### src/rtl/fetch_ctrl_pkg.sv
// Shared fetch-side definitions: PC select encodings, controller states and
// the register-hit helper used by the hazard logic.
package fetch_pkg;

   // PC register source select
   localparam logic [1:0] PC_SEQ  = 2'b00;
   localparam logic [1:0] PC_JUMP = 2'b01;
   localparam logic [1:0] PC_BEQ  = 2'b10;
   localparam logic [1:0] PC_JR   = 2'b11;

   typedef enum logic [1:0] {
      BOOT = 2'b00,
      RUN  = 2'b01,
      PEND = 2'b10
   } fetch_state_t;

   // A nonzero destination r matches a source the ID instruction actually reads
   function automatic logic reg_hit(input logic [4:0] r, input logic [4:0] rs,
                                    input logic [4:0] rt, input logic cmp_rt);
      return (r != 5'd0) && ((r == rs) || (cmp_rt && (r == rt)));
   endfunction

endpackage

### src/rtl/fetch_ctrl_if.sv
// Bundle of ID/EX/MEM hazard fields, imem handshake and PC/pipeline controls
// seen by the fetch controller.
interface fetch_ctrl_if #(
   parameter int PERF_W = 16
);
   logic              imem_ready;
   logic              id_valid;
   logic              id_jump;
   logic              id_beq_taken;
   logic              id_jr;
   logic [4:0]        id_rs;
   logic [4:0]        id_rt;
   logic              id_uses_rt;
   logic [31:0]       id_jr_target;
   logic [31:0]       id_beq_target;
   logic [3:0]        id_pc_4_hi;
   logic [27:0]       id_offset28;
   logic              ex_mem_read;
   logic              ex_reg_write;
   logic [4:0]        ex_dst;
   logic              mem_mem_read;
   logic [4:0]        mem_dst;
   logic              imem_req;
   logic              pc_write;
   logic [1:0]        pc_src;
   logic [31:0]       redir_pc;
   logic              if_id_write;
   logic              if_flush;
   logic              id_ex_bubble;
   logic [PERF_W-1:0] perf_stall;

   // Controller side
   modport master (
      input  imem_ready, id_valid, id_jump, id_beq_taken, id_jr, id_rs, id_rt,
             id_uses_rt, id_jr_target, id_beq_target, id_pc_4_hi, id_offset28,
             ex_mem_read, ex_reg_write, ex_dst, mem_mem_read, mem_dst,
      output imem_req, pc_write, pc_src, redir_pc, if_id_write, if_flush,
             id_ex_bubble, perf_stall
   );

   // Pipeline / memory side
   modport slave (
      output imem_ready, id_valid, id_jump, id_beq_taken, id_jr, id_rs, id_rt,
             id_uses_rt, id_jr_target, id_beq_target, id_pc_4_hi, id_offset28,
             ex_mem_read, ex_reg_write, ex_dst, mem_mem_read, mem_dst,
      input  imem_req, pc_write, pc_src, redir_pc, if_id_write, if_flush,
             id_ex_bubble, perf_stall
   );
endinterface

### src/rtl/fetch_ctrl_hazard_detect.sv
// Combinational hazard detection: load-use against EX, and ID-resolved branch
// operands against in-flight EX results and MEM loads.
module hazard_detect
   import fetch_pkg::*;
(
   input  logic       id_valid_i,
   input  logic       id_beq_taken_i,
   input  logic       id_jr_i,
   input  logic [4:0] id_rs_i,
   input  logic [4:0] id_rt_i,
   input  logic       id_uses_rt_i,
   input  logic       ex_mem_read_i,
   input  logic       ex_reg_write_i,
   input  logic [4:0] ex_dst_i,
   input  logic       mem_mem_read_i,
   input  logic [4:0] mem_dst_i,
   output logic       load_use_o,
   output logic       br_haz_o
);
   logic br_cmp_rt;

   // jr reads only rs and outranks beq, so rt is ignored whenever jr is requested
   always_comb begin
      br_cmp_rt  = id_uses_rt_i && !id_jr_i;
      load_use_o = id_valid_i && ex_mem_read_i &&
                   reg_hit(ex_dst_i, id_rs_i, id_rt_i, id_uses_rt_i);
      br_haz_o   = id_valid_i && (id_beq_taken_i || id_jr_i) &&
                   ((ex_reg_write_i && reg_hit(ex_dst_i, id_rs_i, id_rt_i, br_cmp_rt)) ||
                    (mem_mem_read_i && reg_hit(mem_dst_i, id_rs_i, id_rt_i, br_cmp_rt)));
   end
endmodule

### src/rtl/fetch_ctrl.sv
// Fetch-side controller: resolves ID redirects against imem readiness and
// hazards, drives PC load/select and IF/ID, ID/EX stall/flush controls.
module fetch_ctrl
   import fetch_pkg::*;
#(
   parameter int PERF_W = 16
) (
   input  logic       clk,
   input  logic       rst_n,
   fetch_ctrl_if.master bus
);
   fetch_state_t      state_q, state_d;
   logic [31:0]       pend_pc_q, pend_pc_d;
   logic [PERF_W-1:0] perf_q;
   logic              load_use, br_haz, stall, redirect;
   logic [1:0]        live_src;
   logic [31:0]       live_tgt;

   hazard_detect u_haz (
      .id_valid_i     (bus.id_valid),
      .id_beq_taken_i (bus.id_beq_taken),
      .id_jr_i        (bus.id_jr),
      .id_rs_i        (bus.id_rs),
      .id_rt_i        (bus.id_rt),
      .id_uses_rt_i   (bus.id_uses_rt),
      .ex_mem_read_i  (bus.ex_mem_read),
      .ex_reg_write_i (bus.ex_reg_write),
      .ex_dst_i       (bus.ex_dst),
      .mem_mem_read_i (bus.mem_mem_read),
      .mem_dst_i      (bus.mem_dst),
      .load_use_o     (load_use),
      .br_haz_o       (br_haz)
   );

   assign stall    = load_use || br_haz;
   assign redirect = bus.id_valid && (bus.id_jr || bus.id_beq_taken || bus.id_jump);

   // Live redirect source and target, priority jr > beq > jump
   always_comb begin
      live_src = PC_JUMP;
      live_tgt = {bus.id_pc_4_hi, bus.id_offset28};
      if (bus.id_jr) begin
         live_src = PC_JR;
         live_tgt = bus.id_jr_target;
      end else if (bus.id_beq_taken) begin
         live_src = PC_BEQ;
         live_tgt = bus.id_beq_target;
      end
   end

   // Next state, pending target capture and all control outputs
   always_comb begin
      state_d          = state_q;
      pend_pc_d        = pend_pc_q;
      bus.imem_req     = 1'b0;
      bus.pc_write     = 1'b0;
      bus.pc_src       = PC_SEQ;
      bus.redir_pc     = bus.id_jr_target;
      bus.if_id_write  = 1'b1;
      bus.if_flush     = 1'b0;
      bus.id_ex_bubble = 1'b0;
      unique case (state_q)
         BOOT: begin
            bus.if_flush     = 1'b1;
            bus.id_ex_bubble = 1'b1;
            state_d          = RUN;
         end
         RUN: begin
            bus.imem_req = 1'b1;
            if (stall) begin
               bus.if_id_write  = 1'b0;
               bus.id_ex_bubble = 1'b1;
            end else if (redirect && bus.imem_ready) begin
               // Non-jr sources are computed by the PC register from its own inputs
               bus.pc_write = 1'b1;
               bus.pc_src   = live_src;
               bus.if_flush = 1'b1;
            end else if (redirect) begin
               // Fetch still busy: hold every kind of target and replay it as a jr load
               pend_pc_d    = live_tgt;
               bus.if_flush = 1'b1;
               state_d      = PEND;
            end else begin
               bus.pc_write    = bus.imem_ready;
               bus.if_id_write = bus.imem_ready;
            end
         end
         PEND: begin
            bus.imem_req     = 1'b1;
            bus.redir_pc     = pend_pc_q;
            bus.if_id_write  = 1'b0;
            bus.id_ex_bubble = 1'b1;
            if (bus.imem_ready) begin
               bus.pc_write = 1'b1;
               bus.pc_src   = PC_JR;
               bus.if_flush = 1'b1;
               state_d      = RUN;
            end
         end
         default: state_d = BOOT;
      endcase
   end

   // State and pending-target registers
   always_ff @(posedge clk or negedge rst_n) begin
      if (!rst_n) begin
         state_q   <= BOOT;
         pend_pc_q <= '0;
      end else begin
         state_q   <= state_d;
         pend_pc_q <= pend_pc_d;
      end
   end

   // Saturating count of hazard-stall cycles
   always_ff @(posedge clk or negedge rst_n) begin
      if (!rst_n) begin
         perf_q <= '0;
      end else if ((state_q == RUN) && stall && (perf_q != '1)) begin
         perf_q <= perf_q + PERF_W'(1);
      end
   end

   assign bus.perf_stall = perf_q;

endmodule

### src/flat_wrapper.sv
// flat-port wrapper written by rule: the top's interface ports become plain ports
module fetch_ctrl_flat import fetch_pkg::*;
#(
   parameter int PERF_W = 16
)
  (clk, rst_n, bus_imem_ready, bus_id_valid, bus_id_jump, bus_id_beq_taken, bus_id_jr, bus_id_rs, bus_id_rt, bus_id_uses_rt, bus_id_jr_target, bus_id_beq_target, bus_id_pc_4_hi, bus_id_offset28, bus_ex_mem_read, bus_ex_reg_write, bus_ex_dst, bus_mem_mem_read, bus_mem_dst, bus_imem_req, bus_pc_write, bus_pc_src, bus_redir_pc, bus_if_id_write, bus_if_flush, bus_id_ex_bubble, bus_perf_stall);
  fetch_ctrl_if #(.PERF_W(PERF_W)) bus_i ();
  input  logic clk;
  input  logic rst_n;
  input wire logic [$bits(bus_i.imem_ready)-1:0] bus_imem_ready;
  input wire logic [$bits(bus_i.id_valid)-1:0] bus_id_valid;
  input wire logic [$bits(bus_i.id_jump)-1:0] bus_id_jump;
  input wire logic [$bits(bus_i.id_beq_taken)-1:0] bus_id_beq_taken;
  input wire logic [$bits(bus_i.id_jr)-1:0] bus_id_jr;
  input wire logic [$bits(bus_i.id_rs)-1:0] bus_id_rs;
  input wire logic [$bits(bus_i.id_rt)-1:0] bus_id_rt;
  input wire logic [$bits(bus_i.id_uses_rt)-1:0] bus_id_uses_rt;
  input wire logic [$bits(bus_i.id_jr_target)-1:0] bus_id_jr_target;
  input wire logic [$bits(bus_i.id_beq_target)-1:0] bus_id_beq_target;
  input wire logic [$bits(bus_i.id_pc_4_hi)-1:0] bus_id_pc_4_hi;
  input wire logic [$bits(bus_i.id_offset28)-1:0] bus_id_offset28;
  input wire logic [$bits(bus_i.ex_mem_read)-1:0] bus_ex_mem_read;
  input wire logic [$bits(bus_i.ex_reg_write)-1:0] bus_ex_reg_write;
  input wire logic [$bits(bus_i.ex_dst)-1:0] bus_ex_dst;
  input wire logic [$bits(bus_i.mem_mem_read)-1:0] bus_mem_mem_read;
  input wire logic [$bits(bus_i.mem_dst)-1:0] bus_mem_dst;
  output wire logic [$bits(bus_i.imem_req)-1:0] bus_imem_req;
  output wire logic [$bits(bus_i.pc_write)-1:0] bus_pc_write;
  output wire logic [$bits(bus_i.pc_src)-1:0] bus_pc_src;
  output wire logic [$bits(bus_i.redir_pc)-1:0] bus_redir_pc;
  output wire logic [$bits(bus_i.if_id_write)-1:0] bus_if_id_write;
  output wire logic [$bits(bus_i.if_flush)-1:0] bus_if_flush;
  output wire logic [$bits(bus_i.id_ex_bubble)-1:0] bus_id_ex_bubble;
  output wire logic [$bits(bus_i.perf_stall)-1:0] bus_perf_stall;
  assign bus_i.imem_ready = bus_imem_ready;
  assign bus_i.id_valid = bus_id_valid;
  assign bus_i.id_jump = bus_id_jump;
  assign bus_i.id_beq_taken = bus_id_beq_taken;
  assign bus_i.id_jr = bus_id_jr;
  assign bus_i.id_rs = bus_id_rs;
  assign bus_i.id_rt = bus_id_rt;
  assign bus_i.id_uses_rt = bus_id_uses_rt;
  assign bus_i.id_jr_target = bus_id_jr_target;
  assign bus_i.id_beq_target = bus_id_beq_target;
  assign bus_i.id_pc_4_hi = bus_id_pc_4_hi;
  assign bus_i.id_offset28 = bus_id_offset28;
  assign bus_i.ex_mem_read = bus_ex_mem_read;
  assign bus_i.ex_reg_write = bus_ex_reg_write;
  assign bus_i.ex_dst = bus_ex_dst;
  assign bus_i.mem_mem_read = bus_mem_mem_read;
  assign bus_i.mem_dst = bus_mem_dst;
  assign bus_imem_req = bus_i.imem_req;
  assign bus_pc_write = bus_i.pc_write;
  assign bus_pc_src = bus_i.pc_src;
  assign bus_redir_pc = bus_i.redir_pc;
  assign bus_if_id_write = bus_i.if_id_write;
  assign bus_if_flush = bus_i.if_flush;
  assign bus_id_ex_bubble = bus_i.id_ex_bubble;
  assign bus_perf_stall = bus_i.perf_stall;
  fetch_ctrl #(.PERF_W(PERF_W)) u_core (.clk(clk), .rst_n(rst_n), .bus(bus_i));
endmodule
### config.mk
export PLATFORM = sky130hd
export DESIGN_NAME = fetch_ctrl_flat
export DESIGN_NICKNAME = d
export VERILOG_FILES = /design/src/rtl/fetch_ctrl_pkg.sv /design/src/rtl/fetch_ctrl_if.sv /design/src/rtl/fetch_ctrl_hazard_detect.sv /design/src/rtl/fetch_ctrl.sv /design/src/flat_wrapper.sv
export SDC_FILE = /design/constraint.sdc
export NUM_CORES = 1
export LEC_CHECK = 0
export ABC_AREA = 1
export CORE_AREA = 2 2 100 102
export CTS_CLUSTER_SIZE = 30
export DETAILED_ROUTE_END_ITERATION = 8
export DIE_AREA = 0 0 102 104
export PLACE_DENSITY = 0.91
export SYNTH_ARGS = -nofsm -noshare
export SYNTH_HDL_FRONTEND = slang
export SYNTH_SLANG_ARGS = --single-unit
### constraint.sdc
create_clock -name clk -period 2.3 [get_ports clk]
set_input_delay 0.345 -clock clk [delete_from_list [all_inputs] [get_ports clk]]
set_output_delay 0.345 -clock clk [all_outputs]
set_load 0.05 [all_outputs]
# After elaboration in Yosys (flattened, before gate mapping)
# Index checks and enable logic that the tools add are counted.
word_totals:
  wordCells: 79
  out_inout_bits: 55
  regBits: 50
  inputBits: 127
op_classes:
  n_bitwise: 2
  n_mux: 30
  n_eq_ne: 11
  n_addsub: 1
  n_reduce_logical: 32
ops:
  columns: ["cell", "count"]
  rows:
  - ["$mux W32", 3]
  - ["$eq A5 B5 Y1", 4]
  - ["$mux W2", 9]
  - ["$logic_and A1 B1 Y1", 17]
  - ["$add A16 B1 Y16 const B", 1]
  - ["$ne A16 B16 Y1 const B", 1]
  - ["$mux W1", 12]
  - ["$reduce_bool A5 Y1", 2]
  - ["$reduce_and A4 Y1", 2]
  - ["$logic_or A1 B1 Y1", 7]
  - ["$ne A2 B2 Y1 const B", 3]
  - ["$pmux W1 S2", 3]
  - ["$pmux W2 S3", 1]
  - ["$pmux W2 S2", 1]
  - ["$reduce_or A2 Y1", 2]
  - ["$pmux W1 S3", 1]
  - ["$eq A2 B1 Y1 const B", 1]
  - ["$eq A2 B2 Y1 const B", 1]
  - ["$logic_not A2 Y1", 1]
  - ["$ne A2 B1 Y1 const B", 1]
  - ["$not A1 Y1", 2]
  - ["$logic_not A1 Y1", 1]

# Depth between registers and ports, before layout
# Gate-level depths: netlist of the first run.
depth:
  word_depth: 11
  depth_mapped: 14
  mapped_depth_nobuf: 14

# By module
# Synthesis of the first run repeated with hierarchy kept, for this count alone.
hier_totals:
  hier_cells: 612
  area_unflattened_um2: 3849.9
by_module_without_submodules:
  columns: ["mod", "cells_each", "seq_area_each_um2", "n_inst", "area_each_um2"]
  rows:
  - ["fetch_ctrl", 533, 1251.2, 1, 3460.8]
  - ["hazard_detect", 79, 0.0, 1, 389.1]

# Worst setup path after synthesis of the first run
# No wires, ideal clock.
synth_timing:
  kind: "input to output"
  startpoint: "in bus_id_jr"
  endpoint: "out bus_id_ex_bubble"
  arrival_ns: 2.006
  setup_slack_ns: -0.051
  path_stages: 12
  path_buffers: 1
  cell_sequence: "buf_6 > nor2_4 > nand2_1 > nor2_1 > nand3_1 > nand2_1 > nand2_1 > nand2_2 > nand2_4 > nand2_1 > nand2_1 > a21oi_1"
synth_between:
  elab_chain_len: 11
  elab_cells_between_ends: 17
synth_lines:
  columns: ["element", "line_no", "source"]
  rows:
  - ["start, declared", "flat_wrapper.sv:14", "input wire logic [$bits(bus_i.id_jr)-1:0] bus_id_jr;"]
  - ["$logic_not A1 Y1", "fetch_ctrl_hazard_detect.sv:24", "br_cmp_rt = id_uses_rt_i && !id_jr_i;"]
  - ["$logic_and A1 B1 Y1", "fetch_ctrl_hazard_detect.sv:24", null]
  - ["$logic_and A1 B1 Y1", "fetch_ctrl_pkg.sv:20", "return (r != 5'd0) && ((r == rs) || (cmp_rt && (r == rt)));"]
  - ["$logic_or A1 B1 Y1", "fetch_ctrl_pkg.sv:20", null]
  - ["$logic_and A1 B1 Y1", "fetch_ctrl_pkg.sv:20", null]
  - ["$logic_and A1 B1 Y1, on equally long branches", "fetch_ctrl_hazard_detect.sv:28, fetch_ctrl_hazard_detect.sv:29", null]
  - ["$logic_or A1 B1 Y1", "fetch_ctrl_hazard_detect.sv:28", "((ex_reg_write_i && reg_hit(ex_dst_i, id_rs_i, id_rt_i, br_cmp_rt)) ||"]
  - ["$logic_and A1 B1 Y1 (*)", "fetch_ctrl_hazard_detect.sv:27", "br_haz_o = id_valid_i && (id_beq_taken_i || id_jr_i) &&"]
  - ["$logic_or A1 B1 Y1 (*)", "fetch_ctrl.sv:35", "assign stall = load_use || br_haz;"]
  - ["$mux W1 (*)", "fetch_ctrl.sv:70", "if (stall) begin"]
  - ["$pmux W1 S2 (*)", "fetch_ctrl.sv:62", "unique case (state_q)"]
  - ["end, declared", "flat_wrapper.sv:33", "output wire logic [$bits(bus_i.id_ex_bubble)-1:0] bus_id_ex_bubble;"]
# Mark *: on every way between the ends. The rest lies on a longest branch, timed or not.

# Worst setup path in the final report of the first run
layout_timing:
  startpoint: "reg u_core.state_q[1]"
  endpoint: "out bus_imem_req"
layout_between:
  elab_chain_len: 3
  elab_cells_between_ends: 4
layout_lines:
  columns: ["element", "line_no", "source"]
  rows:
  - ["start, declared", "fetch_ctrl.sv:12", "fetch_state_t state_q, state_d;"]
  - ["start signal, assigned", "fetch_ctrl.sv:110", "state_q <= state_d;"]
  - ["$eq A2 B2 Y1 or $eq A2 B1 Y1 (tied branches)", "fetch_ctrl.sv:62", null]
  - ["$reduce_or A2 Y1 (no source line) (*)", null, null]
  - ["$mux W1 (*)", "fetch_ctrl.sv:62", null]
  - ["end, declared", "flat_wrapper.sv:27", "output wire logic [$bits(bus_i.imem_req)-1:0] bus_imem_req;"]
# Marked as above.

==> results.md, run 1 <==
* Area contributors post-synth: dfrtp_1 31%, nand2_1 31%, nand4_1 8.4%, nand3_1 5.9%, xor2_1 3.3%
* Synth top cells by count: 333 x nand2_1, 54 x nand4_1, 50 x dfrtp_1, 47 x nand3_1, 28 x inv_1
* Fin cells at 959
* Period minus WS final at 2.26 ns
* # rows at 36
* Clk sink count at 50
* Syn_area_per_cell at 6.26 sq um
* Antenna violations before repair at 0
* Ys async rst share at 100%
* Register area at 1250 sq um
* H-tree depth at 2
* DR DRC count at 0
* Via density at 5.06
* YS warnings at 0
* Final worst-path cycle share at 98.1%
* DR vias at 4,855
* TritonCTS Buffers at 5
* VDD IR max at 0.000659 V
* Vias in the first global route at 4,628
* IO Port Bufs at 181
* FF+latch count, synth at 50
* Final net count at 957
* Hold-fix buffers at CTS at 0
* Reg2reg setup slack at 0.32 ns
* Tot GR Track Use at 23.7%
* Crit path from: u_core.state_q[1]
* Detailed Place HPWL at 9.43 mm
* Tightest Pin Transition at 0.640 ns
* Fmax at 443 MHz
* Largest net degree at the start of global routing at 51
* Final wirelength at 12.5 mm
* Final Hold Vio Count at 0
* Crit path to: bus_imem_req
* Crit Reg-Reg Startpoint: u_core.bus.perf_stall[0]
* Drt wl/cell at 13.1 um
* DIE AREA at 10,600 sq um
* Final core utilization at 64.4%
* Final setup fails at 0
* Most used DFF post-synth: dfrtp_1
* Syn-to-layout area delta at 53.4%
* TritonCTS clock tree: done
* Drt first-iter violations at 225
* Multi-input gate area in the final layout at 2500 sq um
* Final hold slack at 0.143 ns
* Grt ovf at 0
* Routed Antenna Nets at 0
* First-pass GRT wire length at 20.8 mm
* Reg-to-Reg End: u_core.bus.perf_stall[0]
* Most frequent cell after synthesis: nand2_1
* Max-slew violations at 0
* Post-synth EDFFs at 0
* Worst min path class: primary input to async pin
* Root Buffer: clkbuf_8
* Clk slew on worst S/H paths at 0.09 ns
* Leak pwr at 3.14 nW
* Relative slew margins at 57.4%
* Top cell type's share of synthesized area at 31.2%
* Outcome: completed
* First-pass DRT Iterations at 4
* Sum Neg Setup Slack at 0 ns
* RePlAce Congestion at 0.885
* Crit path DAT at 1.91 ns
* Die Span X at 102 um
* Critical Path Fanout Max at 4
* Syn Inst Count at 640
* Pwr Density at 830 nW/um^2
* Critical Path End Type: output pin
* Die span in y at 104 um
* Diode count at 0
* Final Skew at 0.00742 ns
* CTS Buffer Depth at 2
* Synth area leader: dfrtp_1
* Max-capacitance violation count at 0
* Core area at 9550 sq um
* Post-synth cell types at 32
* Sequential share of the synthesized area at 31.2%
* Worst-Skew Late Latency at 0.29 ns
* Initial Utilization at 42.0%
* Setup CP Type: flip-flop to output pin
* Worst R2R Path Depth at 7
* Post-placement cell count at 948
* Synthesized cell area at 4010 sq um
* Critical path required time at 1.96 ns
* Syn_nets at 772
* Ports at 182
* # fillers at 875
* CP Launch Type: flip-flop
* Layout cells sized above 1 at 13.9%
[kinds of logic after synthesis]
kind of cell / share of synthesized area [%]
AND/OR/NAND/NOR: 51.9
adder cells (fa/ha/maj): 1.56
buffers and inverters: 7.40
XOR/XNOR: 5.46
AO/OA/AOI/OAI: 2.44
flip-flops: 31.2
[power breakdown]
part           internal (mW)  total, mW  switching (mW)  leakage, nW
Combinational           1.14       3.20            2.07         2.45
Clock                  0.242      0.531           0.288       0.0472
Sequential              1.18       1.36           0.189        0.644
[through the flow]
stage                     power (mW)  setup slack (ns)  area, sq um
after global placement          4.49           -0.0658         6020
after floorplan                 3.36            0.0501         4020
after global routing            5.42          -0.00880         6150
after CTS                       5.14            0.0546         6150
after detailed placement        4.54            -0.128         6020
final                           5.10            0.0443         6150
[area by class of cell]
class	count	area share, %
clock buffers	6	1.34
clock inverters	2	0.204
inverters	34	2.08
multi-input cells	521	40.7
flip-flops and latches	50	20.4
well taps	133	2.71
repair buffers	213	32.6
[flip-flops by register name, indices dropped and copies added (netlist names)]
name	flops
u_core.pend_pc_q	32
u_core.state_q	2
u_core.bus.perf_stall	16
[metal layers]
layer  track usage, %  part of all wire, %  up-vias
met5                0                    0        -
met4             5.62                  1.4        0
met3             4.37                  6.0       16
met2             43.2                   52      166
met1             28.3                   41     2244
li1                 -                    -     2429
[timing repair]
action,CTS,global route
pin swaps,8,5
buffers inserted,3,0
setup endpoints to repair,6,1
resized for setup,33,10
[worst min-delay path by stage]
stage,from,endpoint,slack [ns]
2_1_floorplan,rst_n,u_core.bus.perf_stall[0],0.05
3_3_place_gp,u_core.pend_pc_q[22],u_core.pend_pc_q[22],0.46
3_5_place_dp,u_core.pend_pc_q[29],u_core.pend_pc_q[29],0.47
4_1_cts,rst_n,u_core.bus.perf_stall[3],0.17
5_1_grt,rst_n,u_core.bus.perf_stall[4],0.20
6_report,rst_n,u_core.pend_pc_q[1],0.14
[cell usage in the layout, fill, tap and decap left out, drive strengths merged]
cell / instances
clkdlybuf4s50: 120
o31ai: 1
clkdlybuf4s15: 2
dlygate4sd2: 18
clkbuf: 9
o21ai: 4
xnor2: 10
dfrtp: 50
clkinvlp: 1
a21oi: 8
nand3: 49
a22oi: 1
clkinv: 1
nand2: 337
xor2: 15
buf: 70
nor4: 1
nor2: 30
ha: 5
nor3: 3
nand4: 56
o211ai: 1
inv: 34
[worst max-delay path, cell delays in order, from the launching register on]
cell             delay [ns]
dfrtp_1                0.42
inv_1                  0.09
ha_1                   0.31
clkdlybuf4s50_1        0.81
(Power assumes the default switching activity.)
==> inputs of run 2 (changes only) <==
--- a/config.mk
+++ b/config.mk
@@ -5,12 +5,11 @@
 export SDC_FILE = /design/constraint.sdc
 export NUM_CORES = 1
 export LEC_CHECK = 0
-export ABC_AREA = 1
-export CORE_AREA = 2 2 100 102
+export CORE_AREA = 2 2 94 96
 export CTS_CLUSTER_SIZE = 30
 export DETAILED_ROUTE_END_ITERATION = 8
-export DIE_AREA = 0 0 102 104
-export PLACE_DENSITY = 0.91
+export DIE_AREA = 0 0 96 98
+export PLACE_DENSITY = 0.95
 export SYNTH_ARGS = -nofsm -noshare
 export SYNTH_HDL_FRONTEND = slang
 export SYNTH_SLANG_ARGS = --single-unit
==> constraint.sdc (replaced) <==
create_clock -name clk -period 2.75 [get_ports clk]
set_input_delay 0.4125 -clock clk [delete_from_list [all_inputs] [get_ports clk]]
set_output_delay 0.4125 -clock clk [all_outputs]
set_load 0.05 [all_outputs]
==> results.md, run 2 <==
* Core area at 8470 sq um (-11%)
* Critical path required time at 2.34 ns (+0.38 ns)
* Fmax at 368 MHz
* First-pass DRT Iterations at 4 (unchanged)
* Tot GR Track Use at 22.9% (-0.78 points)
* Proportion of synthesized area in mux cells at 31.5% (+32 points)
* Drt first-iter violations at 117 (-48%)
* Ys async rst share at 100% (unchanged)
* Tightest Pin Transition at 0.574 ns (-0.0657 ns)
* Final wirelength at 10.7 mm (-15%)
* VDD IR max at 0.000490 V (-26%)
* Design area at 5900 sq um (-4.0%)
* Detailed Place HPWL at 8.67 mm (-8.1%)
* TritonCTS Buffers at 5 (unchanged)
* Leak pwr at 2.74 nW (-13%)
* Biggest register: u_core.pend_pc_q
* Reg-to-Reg End: u_core.bus.perf_stall[1]
* FF+latch count, synth at 50 (unchanged)
* Relative slew margins at 61.4% (+4.1 points)
* Outcome: completed
* Area contributors post-synth: dfrtp_1 34%, mux2_4 12%, mux2_2 9.7%, mux2i_1 8.6%, xor2_1 5.4%
* Vias in the first global route at 3,719 (-20%)
* Most frequent cells in the layout: 125 x clkdlybuf4s50_1, 53 x buf_4, 50 x dfrtp_1
* Initial Utilization at 43.9% (+1.9 points)
* Die Span X at 96 um (-5.9%)
* Most used DFF post-synth: dfrtp_1
* Antenna violations before repair at 0 (unchanged)
* Worst-Skew Late Latency at 0.30 ns (about the same)
* Final Hold Vio Count at 0 (unchanged)
* Critical Path End Type: output pin
* Max-slew violations at 0 (unchanged)
* DIE AREA at 9410 sq um (-11%)
* Met3 WL at 487 um (-35%)
* Worst R2R Path Depth at 6 (-1)
* H-tree depth at 2 (unchanged)
* Hold-fix buffers at CTS at 0 (unchanged)
* Setup CP Type: primary input to output pin
* Syn_nets at 496 (-36%)
* Top cell type's share of synthesized area at 33.7% (+2.4 points)
* Routed Antenna Nets at 0 (unchanged)
* TritonCTS clock tree: done
* First-pass GRT wire length at 17.1 mm (-18%)
* Grt ovf at 0 (unchanged)
* Final setup fails at 0 (unchanged)
* Crit Reg-Reg Startpoint: u_core.bus.perf_stall[7]
* Synthesized cell area at 3720 sq um (-7.2%)
* Met2 wire length at 5.82 mm (-11%)
* Period minus WS final at 2.72 ns
* Clk sink count at 50 (unchanged)
* RSZ-0062 raised after global routing: yes
* Syn_area_per_cell at 10.2 sq um (+63%)
* Final net count at 685 (-28%)
* CP Launch Type: primary input
* Crit path DAT at 2.31 ns (+0.40 ns)
* Clk slew on worst S/H paths at 0.10 ns (about the same)
* Highest routing layer actually used: met4
* Post-synth EDFFs at 0 (unchanged)
* Main combinational cell family by area after synthesis: multiplexers
* RePlAce Congestion at 0.950 (+7.3%)
* Largest net degree at the start of global routing at 35 (-31%)
* Pwr Density at 699 nW/um^2 (-16%)
* Ports at 182 (unchanged)
* Die span in y at 98 um (-5.8%)
* Drt wl/cell at 16.2 um (+24%)
* Synth area leader: dfrtp_1
* CTS Buffer Depth at 2 (unchanged)
* Max FFs per register at 32 (unchanged)
* Most common cell after layout, fill and taps aside: clkdlybuf4s50_1
* Root Buffer: clkbuf_8
* Simple-gate portion of the synthesized area at 12.9% (-39 points)
* Max-capacitance violation count at 0 (unchanged)
* Sum Neg Setup Slack at 0 ns (unchanged)
* Critical Path Fanout Max at 2 (-2)
* YS warnings at 0 (unchanged)
* Layout cells sized above 1 at 28.3% (+14 points)
* Reg2reg setup slack at 0.57 ns (+0.25 ns)
* Post-Synth XOR/XNOR Area at 8.01% (+2.5 points)
* Worst min path class: primary input to async pin
* Final Skew at 0.00908 ns (+0.00167 ns)
* Most frequent cell after synthesis: dfrtp_1
* Synth top cells by count: 50 x dfrtp_1, 40 x nand2_1, 35 x o21ai_0, 32 x mux2_2, 32 x mux2i_1
* Sequential share of the synthesized area at 33.7% (+2.4 points)
* Syn-to-layout area delta at 58.8%
* Syn Inst Count at 364 (-43%)
* DR vias at 3,507 (-28%)
* Final core utilization at 69.7% (+5.4 points)
* Adder-Cell Fraction of Synth Area at 1.68% (+0.12 points)
* # rows at 34 (-5.6%)
* Final worst-path cycle share at 98.9%
* Compound-Gate Fraction of Synth Area at 8.72% (+6.3 points)
* DR DRC count at 0 (unchanged)
* Area after DPL at 5770 sq um (-4.1%)
* Diode count at 0 (unchanged)
* IO Port Bufs at 181 (unchanged)
* Post-synth cell types at 42 (+31%)
* WL met1 at 4.20 mm (-17%)
* Post-CTS setup buffer count at 0 (-3)
* Via density at 5.30 (+4.6%)
## run 2: cell types whose count changed in the layout (fill, tap and decap cells not counted), moves of 19 or more
cell / previous run / this run
inv_1: 25 / 6
mux2_2: 0 / 32
mux2_4: 0 / 29
mux2i_1: 0 / 32
nand2_1: 332 / 39
nand3_1: 47 / 12
nand4_1: 54 / 7
o21ai_0: 2 / 34
## run 2: worst max-delay path, cell delays in order
cell	delay, ns
buf_6	0.09
or4_4	0.52
o211a_1	0.24
nand3_1	0.11
o211ai_4	0.09
or4_4	0.50
a21oi_4	0.17
buf_12	0.15
## run 2: metal layers
metal | GRT usage (%) | up-vias
li1 | - | 1675
met1 | 26.6 | 1685
met2 | 41.9 | 131
met3 | 4.17 | 16
met4 | 6.70 | 0
met5 | 0 | -
## run 2: through the flow
| stage | instances | setup slack (ns) | power [mW] | hold slack, ns |
|---|---|---|---|---|
| after floorplan | 364 | 0.0349 | 2.79 | 0.117 |
| after global placement | 654 | -0.379 | 3.62 | 0.394 |
| after detailed placement | 654 | -0.397 | 3.70 | 0.410 |
| after CTS | 662 | -0.0735 | 4.15 | 0.0653 |
| after global routing | 662 | -0.0256 | 4.34 | 0.0676 |
| final | 662 | 0.0314 | 4.13 | 0.0635 |
## run 2: cell type report
type / instances / area [sq um]
clock buffers: 5 / 68.8
clock inverters: 3 / 21.3
fillers: 626 / 2560
inverters: 6 / 22.5
multi-input cells: 286 / 2440
flip-flops and latches: 50 / 1250
well taps: 108 / 135
repair buffers: 204 / 1970
## run 2: cells by family (layout without fill, tap and decap cells)
kind of cell,count (synthesis),in the layout
mux,98,98
simple gates,95,95
compound gates,54,54
flops,50,50
xor+xnor,34,34
buf+inv,28,218
fa+ha+maj,5,5
## run 2: worst max path at each step
stage                  start           end  slack [ns]
5_1_grt         bus_id_rs[1]  bus_if_flush       -0.03
4_1_cts        bus_ex_dst[4]  bus_if_flush       -0.07
3_5_place_dp   bus_ex_dst[1]  bus_if_flush       -0.40
2_1_floorplan  bus_ex_dst[1]  bus_if_flush        0.03
3_3_place_gp   bus_ex_dst[1]  bus_if_flush       -0.38
6_report       bus_ex_dst[4]  bus_if_flush        0.03
## run 2: power by group
group,internal (mW),switching [mW],total (mW)
Combinational,1.19,1.33,2.52
Sequential,1.00,0.182,1.18
Clock,0.179,0.249,0.428
## run 2: what timing repair did
action                                 CTS  global route
gates cloned                             0             0
endpoints found under the hold margin    0             0
setup endpoints to repair                6             4
gates resized for setup                 31            12
pin swaps                                8            15
